## src/rtl/data_mem_ctrl_pkg.sv

```systemverilog
// Shared encodings for the data memory controller: access sizes and FSM states.
package data_mem_ctrl_pkg;

  // Encoding of req_size.
  typedef enum logic [1:0] {
    SZ_BYTE    = 2'd0,
    SZ_HALF    = 2'd1,
    SZ_WORD    = 2'd2,
    SZ_ILLEGAL = 2'd3
  } size_e;

  // Controller state: clearing the array, or serving requests.
  typedef enum logic {
    ST_INIT = 1'b0,
    ST_RUN  = 1'b1
  } state_e;

endpackage

```

## src/rtl/dmem_lane_align.sv

```systemverilog
// Byte-lane steering for the data memory: request checking, byte enables and
// write-data replication on the way in, lane selection and extension on the way out.
module dmem_lane_align
  import data_mem_ctrl_pkg::*;
#(
  parameter int DEPTH_BYTES = 256
) (
  // request side
  input  logic [31:0] addr_i,
  input  logic [1:0]  size_i,
  input  logic [31:0] wdata_i,
  output logic        err_o,
  output logic [3:0]  be_o,
  output logic [31:0] wdata_lane_o,
  // response side
  input  logic [31:0] rd_word_i,
  input  logic [1:0]  rd_off_i,
  input  logic [1:0]  rd_size_i,
  input  logic        rd_unsigned_i,
  output logic [31:0] rd_data_o
);

  size_e       req_sz;
  size_e       rd_sz;
  logic        misaligned;
  logic        illegal;
  logic        out_of_range;
  logic [3:0]  be_raw;
  logic [31:0] rd_shifted;

  assign req_sz = size_e'(size_i);
  assign rd_sz  = size_e'(rd_size_i);

  // Classify the request and place store data on the lanes it addresses.
  // NOTE: every signal written in an always_comb gets a default first, so no path leaves it unassigned and no latch is inferred.
  always_comb begin
    misaligned   = 1'b0;
    illegal      = 1'b0;
    be_raw       = 4'b0000;
    wdata_lane_o = wdata_i;
    case (req_sz)
      SZ_BYTE: begin
        be_raw       = 4'b0001 << addr_i[1:0];
        wdata_lane_o = {4{wdata_i[7:0]}};
      end
      SZ_HALF: begin
        misaligned   = addr_i[0];
        be_raw       = 4'b0011 << addr_i[1:0];
        wdata_lane_o = {2{wdata_i[15:0]}};
      end
      SZ_WORD: begin
        misaligned   = |addr_i[1:0];
        be_raw       = 4'b1111;
      end
      default: illegal = 1'b1;
    endcase
    // Aligned accesses never straddle a word and DEPTH_BYTES is a multiple of
    // 4, so checking the first byte covers every addressed byte.
    out_of_range = (addr_i >= 32'(DEPTH_BYTES));
    err_o        = misaligned | illegal | out_of_range;
    be_o         = err_o ? 4'b0000 : be_raw;
  end

  assign rd_shifted = rd_word_i >> {rd_off_i, 3'b000};

  // Pick the addressed lanes of the read word and sign- or zero-extend them.
  always_comb begin
    rd_data_o = 32'h0;
    case (rd_sz)
      SZ_BYTE: rd_data_o = rd_unsigned_i ? {24'h0, rd_shifted[7:0]}
                                         : {{24{rd_shifted[7]}}, rd_shifted[7:0]};
      SZ_HALF: rd_data_o = rd_unsigned_i ? {16'h0, rd_shifted[15:0]}
                                         : {{16{rd_shifted[15]}}, rd_shifted[15:0]};
      SZ_WORD: rd_data_o = rd_word_i;
      default: rd_data_o = 32'h0;
    endcase
  end

endmodule

```

## src/rtl/data_mem_ctrl.sv

```systemverilog
// Word-organised data memory with byte/half/word access, a one-cycle response,
// a power-up clear sequence and a combinational tap bus onto a window of words.
module data_mem_ctrl
  import data_mem_ctrl_pkg::*;
#(
  parameter int DEPTH_BYTES = 256,
  parameter int NUM_TAPS    = 9,
  parameter int TAP_BASE    = 0
) (
  input  logic                    clk,
  input  logic                    reset,
  input  logic                    req_valid,
  output logic                    req_ready,
  input  logic                    req_we,
  input  logic [1:0]              req_size,
  input  logic                    req_unsigned,
  input  logic [31:0]             req_addr,
  input  logic [31:0]             req_wdata,
  output logic                    rsp_valid,
  output logic [31:0]             rsp_rdata,
  output logic                    rsp_err,
  output logic                    init_busy,
  output logic [32*NUM_TAPS-1:0]  taps
);

  localparam int WORDS     = DEPTH_BYTES / 4;
  localparam int AW        = (WORDS > 1) ? $clog2(WORDS) : 1;
  localparam int TAP_WORD0 = TAP_BASE / 4;

  state_e          state_q, state_d;
  logic [AW-1:0]   ptr_q, ptr_d;
  logic [31:0]     mem_q [WORDS];

  logic            accept;
  logic            wr_en;
  logic [AW-1:0]   widx;
  logic            req_err;
  logic [3:0]      req_be;
  logic [31:0]     wdata_lane;

  logic            rsp_valid_q;
  logic            rsp_err_q;
  logic            rsp_load_q;
  logic [1:0]      rd_off_q;
  logic [1:0]      rd_size_q;
  logic            rd_unsigned_q;
  logic [31:0]     rd_word_q;
  logic [31:0]     rd_ext;

  assign req_ready = (state_q == ST_RUN) && !reset;
  assign init_busy = (state_q == ST_INIT) || reset;
  assign accept    = req_valid && req_ready;
  assign wr_en     = accept && req_we;
  assign widx      = req_addr[AW+1:2];

  dmem_lane_align #(
    .DEPTH_BYTES (DEPTH_BYTES)
  ) u_lane_align (
    .addr_i        (req_addr),
    .size_i        (req_size),
    .wdata_i       (req_wdata),
    .err_o         (req_err),
    .be_o          (req_be),
    .wdata_lane_o  (wdata_lane),
    .rd_word_i     (rd_word_q),
    .rd_off_i      (rd_off_q),
    .rd_size_i     (rd_size_q),
    .rd_unsigned_i (rd_unsigned_q),
    .rd_data_o     (rd_ext)
  );

  // State and clear-pointer registers.
  // NOTE: clocked state uses non-blocking assignments so every register samples pre-edge values regardless of statement order.
  always_ff @(posedge clk) begin
    if (reset) begin
      state_q <= ST_INIT;
      ptr_q   <= '0;
    end else begin
      state_q <= state_d;
      ptr_q   <= ptr_d;
    end
  end

  // Walk the clear pointer through every word, then hand over to RUN.
  always_comb begin
    state_d = state_q;
    ptr_d   = ptr_q;
    case (state_q)
      ST_INIT: begin
        ptr_d = ptr_q + AW'(1);
        if (ptr_q == AW'(WORDS - 1)) state_d = ST_RUN;
      end
      ST_RUN:  ;
      default: state_d = ST_INIT;
    endcase
  end

  // Array write port: zero fill during INIT, byte-masked stores during RUN.
  // NOTE: the array has no reset branch; its contents are defined by the INIT sweep, which keeps it mappable to block RAM.
  always_ff @(posedge clk) begin
    if (!reset && state_q == ST_INIT) begin
      mem_q[ptr_q] <= 32'h0;
    end else if (wr_en) begin
      for (int b = 0; b < 4; b++) begin
        if (req_be[b]) mem_q[widx][8*b +: 8] <= wdata_lane[8*b +: 8];
      end
    end
  end

  // Synchronous read of the addressed word at the accept edge.
  always_ff @(posedge clk) begin
    if (accept) rd_word_q <= mem_q[widx];
  end

  // Response bookkeeping for the request accepted at this edge.
  always_ff @(posedge clk) begin
    if (reset) begin
      rsp_valid_q   <= 1'b0;
      rsp_err_q     <= 1'b0;
      rsp_load_q    <= 1'b0;
      rd_off_q      <= 2'b00;
      rd_size_q     <= 2'b00;
      rd_unsigned_q <= 1'b0;
    end else begin
      rsp_valid_q <= accept;
      if (accept) begin
        rsp_err_q     <= req_err;
        rsp_load_q    <= !req_we;
        rd_off_q      <= req_addr[1:0];
        rd_size_q     <= req_size;
        rd_unsigned_q <= req_unsigned;
      end
    end
  end

  assign rsp_valid = rsp_valid_q && !reset;
  assign rsp_err   = rsp_valid && rsp_err_q;
  assign rsp_rdata = (rsp_valid && rsp_load_q && !rsp_err_q) ? rd_ext : 32'h0;

  // Tap bus: a direct view of the tap window of the array.
  for (genvar k = 0; k < NUM_TAPS; k++) begin : g_taps
    assign taps[32*k +: 32] = mem_q[TAP_WORD0 + k];
  end

endmodule

```

## config.mk

```make
export PLATFORM = sky130hd
export DESIGN_NAME = data_mem_ctrl
export DESIGN_NICKNAME = d
export VERILOG_FILES = /design/src/rtl/data_mem_ctrl_pkg.sv /design/src/rtl/dmem_lane_align.sv /design/src/rtl/data_mem_ctrl.sv
export SDC_FILE = /design/constraint.sdc
export NUM_CORES = 2
export LEC_CHECK = 0
export ABC_AREA = 1
export BUFFER_PORTS_ARGS = -buffer_cell sky130_fd_sc_hd__buf_2
export CORE_UTILIZATION = 35
export DETAILED_ROUTE_END_ITERATION = 10
export SLEW_MARGIN = 15
export SYNTH_ARGS = -nofsm -noshare
export SYNTH_HDL_FRONTEND = slang
export SYNTH_SLANG_ARGS = --single-unit
```

## constraint.sdc

```tcl
create_clock -name clk -period 13.7 [get_ports clk]
set_input_delay 2.74 -clock clk [delete_from_list [all_inputs] [get_ports clk]]
set_output_delay 2.74 -clock clk [all_outputs]
set_load 0.05 [all_outputs]
```

==> summary.txt <==
STA
  – Smallest hold slack: 0.483 ns
  – Final clock period utilization by the worst path: 0.515
  – Fin. Hold Viols: 0
  – F_max: 142 MHz
  – Final critical path time including I/O delays and setup: 7.05 ns
  – Final clock skew: 0.0353 ns
  – Unrepaired setup endpoints after global routing: no
  – Number of pins with negative max-slew slack in the final report: 0
  – Relative slew slack: 0.192
  – Fin Setup TNS: 0 ns
  – Setup violators final: 0
  – Transition time at the pin with the least slew margin: 1.21 ns

CTS
  – Clk_lat worst skew: 0.86 ns
  – Quantity of gates resized following cts: 0
  – CTS tree: built
  – Post-CTS setup repair buffer count: 0
  – Clk Tree Root Cell: sky130_fd_sc_hd__clkbuf_16
  – Number of clock sinks: 2095
  – TritonCTS buffer count: 203
  – Hold-fix buffer count after cts: 0
  – H-tree level count: 4
  – CTS Buffer Depth: 3
  – Clock input transition at the sequential cells of the worst setup and hold paths: 0.06 ns

GRT
  – Global-route usage over all layers: 0.245
  – Total gr overflow: 0
  – First-pass GRT wire length: 425 mm
  – Pin count of the biggest net entering global routing: 221
  – Antenna violations before repair: 35
  – Via count of the first global-routing pass: 55500

Drt
  – Vias per cell: 5.84
  – Iteration-0 DRC count of the detailed router: 9121
  – Topmost layer with routed signal wires: met5
  – Wirelength per Cell: 30.2 um
  – Routed wl met3: 40.4 mm
  – TritonRoute pass-1 iters: 7
  – Met1 routed wirelength after detailed routing: 119 mm
  – Count of unresolved DRC violations after routing: 0
  – Final antenna-violating net count: 0
  – Detail Route met2 WL: 133 mm
  – Detailed Route WL: 305 mm
  – Via total after detailed routing: 59100

Place
  – IO buf count: 394
  – Gp weighted congestion: 0.959
  – Cell area after placement: 0.0896 mm2
  – Dpl hpwl: 202 mm

Worst hold path
  – Worst hold path startpoint: rsp_load_q
  – Worst hold-check path type: flip-flop to flip-flop

Final layout
  – Number of fillers in the final layout: 22000
  – Number of nets in the layout: 6868
  – Ratio of cells with drive above 1 in the final layout: 0.135
  – P&R area growth vs syn: 14.2%
  – Final design instance area without fill: 0.0964 mm2

Yosys
  – Post-synthesis cell count: 6574
  – Synth cell types: 46
  – Post-Synthesis Cell Area: 0.0845 mm2
  – List of most frequent post-synthesis cells: sky130_fd_sc_hd__edfxtp_1, sky130_fd_sc_hd__nor2_1, sky130_fd_sc_hd__o21ai_0
  – Leading cell types by total area after synthesis: sky130_fd_sc_hd__edfxtp_1, sky130_fd_sc_hd__o21ai_0, sky130_fd_sc_hd__nor2_1, sky130_fd_sc_hd__o22ai_1, sky130_fd_sc_hd__o221ai_1
  – Yosys top cell by area: sky130_fd_sc_hd__edfxtp_1
  – Post-synth EDFFs: 2080
  – FFs w/ async S/R, synth: 0
  – Largest family of logic cells by synthesized area: compound AO/OA/AOI/OAI gates
  – Simple-gate share of the synthesized area: 0.112
  – Main flop type after synthesis: sky130_fd_sc_hd__edfxtp_1
  – Compound-Gate Fraction of Synth Area: 0.118
  – Xor/xnor cell area share of the yosys netlist: 0.000104
  – Area share of the largest cell type after synthesis: 0.740
  – Multiplexer area fraction after synthesis: 0
  – Sequential fraction of the synthesis area: 0.743
  – Most frequent cell after synthesis: sky130_fd_sc_hd__edfxtp_1
  – Syn Area/Cell: 12.8 um2
  – Adder-cell share of the synthesized area: 0.000741
  – Synth warnings: 0
  – Synthesis-stage register bit count: 2095
  – Nets in the synthesized netlist: 6650

Floorplanning
  – Starting density of the core: 0.353
  – Core region area: 0.239 mm2
  – FP Rows: 179
  – # IOs: 395
  – Area of the die: 0.243 mm2
  – Horizontal extent of the die: 493 um
  – Die height: 493 um

Pwr
  – Power density over the cells: 140 mW/mm2
  – Power consumption: 13.5 mW
  – Cell leakage power: 27.8 nW
  – Portion of total power attributed to sequential cells: 0.516
  – Net Sw Frac: 0.231
  – Clock share of power: 0.427
  – Logic gate share of total power: 0.056
  – Internal power: 10.4 mW
  – Peak supply drop: 137 uV
  – Sw Pwr: 3.12 mW

Setup path
  – Slowest stage cell on the critical path: sky130_fd_sc_hd__buf_2
  – Worst endpoint data arrival time: 4.31 ns
  – Top fanout value on the critical path: 17
  – Required time reported for the critical path endpoint: 10.96 ns
  – Critical path, cell by cell: buf_2 > nor2_1 > inv_1 > nor3_1 > buf_4 > inv_1 > a21oi_1 > buf_2
  – Source of the worst register-to-register timing path: state_q
  – Crit path largest cell delay: 0.31 ns
  – Startpoint types: input pin
  – Critical Path Start: reset
  – Type of element capturing the critical path: output port
  – Worst setup path category: input pin to output port

Status
  – Run status: finished, final reports clean

Flow run
  – Max-cap check violation count: 0
-- power groups by stage --
stage                     Sequential (mW)  Combinational, mW  Clock [mW]
after CTS                            6.98              0.736        5.80
after floorplan                      7.18              0.364           0
after detailed placement             7.12              0.734           0
after global routing                 6.98              0.790        6.04
final                                6.99              0.763        5.78
after global placement               7.12              0.732           0
-- path summary, 6_finish.rpt --
| kind | depth (start not counted) | endpoint | slack, ns |
|---|---|---|---|
| max | 8 | rsp_rdata[1] | 6.65 |
| min | 2 | rsp_load_q | 0.48 |
| max reg2reg | 13 | mem_q[46][21] | 9.37 |
| min reg2reg | 2 | rsp_load_q | 0.48 |
-- layout make-up --
type / instances / area [um2] / area share
Clock buffer: 234 / 5240 / 0.0543
Sequential cell: 2095 / 62800 / 0.651
Timing Repair Buffer: 487 / 2770 / 0.0288
Multi-Input combinational cell: 3917 / 19800 / 0.205
Inverter: 88 / 365 / 0.00379
Clock inverter: 133 / 1510 / 0.0157
Antenna cell: 9 / 22.5 / 0.000234
Tap cell: 3167 / 3960 / 0.0411
-- cells in the final DEF (no fill, tap or decap), drive strengths merged, types with 2 or more instances in the layout --
master and count:
clkinv 85, o211ai 68, dfxtp 15, a211oi 8
a221o 2, a31oi 2, bufinv 29, diode 9
ha 5, nand2 498, nand4 10, nor2 1372
nor3 19, inv 97, buf 487, o211a 3
nand3 294, o221ai 187, edfxtp 2080, clkbuf 234
o22ai 279, clkinvlp 10, a21oi 82, o21ai 1048
a221oi 30, and3 2
-- per-layer routing --
layer	track usage	vias up
met5	0	-
met4	0.0934	14
met3	0.0793	570
met2	0.362	4203
met1	0.333	29500
li1	-	24800
-- metrics by stage --
| stage | instances | worst slack (ns) | utilization |
|---|---|---|---|
| 3_5_place_dp | 9754 | 6.07 | 0.375 |
| 5_1_grt | 10100 | 6.48 | 0.403 |
| 3_3_place_gp | 9754 | 6.05 | 0.375 |
| 2_1_floorplan | 6574 | 5.73 | - |
| 6_report | 10100 | 6.65 | 0.403 |
| 4_1_cts | 10100 | 6.59 | 0.403 |
-- cells by family (layout without fill, tap and decap cells) --
| family | count (synthesis) | after routing |
|---|---|---|
| xor+xnor | 1 | 1 |
| flops | 2095 | 2095 |
| compound gates | 1714 | 1714 |
| buf+inv | 562 | 942 |
| fa+ha+maj | 5 | 5 |
| simple gates | 2197 | 2197 |
| other cells | 0 | 9 |
-- worst max-delay path: cells and delay by family --
family,cells,cell delay [ns]
compound gates,1,0.27
buf+inv,5,0.99
simple gates,2,0.30
-- registers in the layout, summed over array words and instances (netlist names) --
name           flops
rd_size_q          2
rsp_load_q         1
rd_word_q         32
state_q            1
rsp_err_q          1
rsp_valid_q        1
rd_off_q           2
rd_unsigned_q      1
ptr_q              6
mem_q           2048
Power figures use the tool's default switching activity.
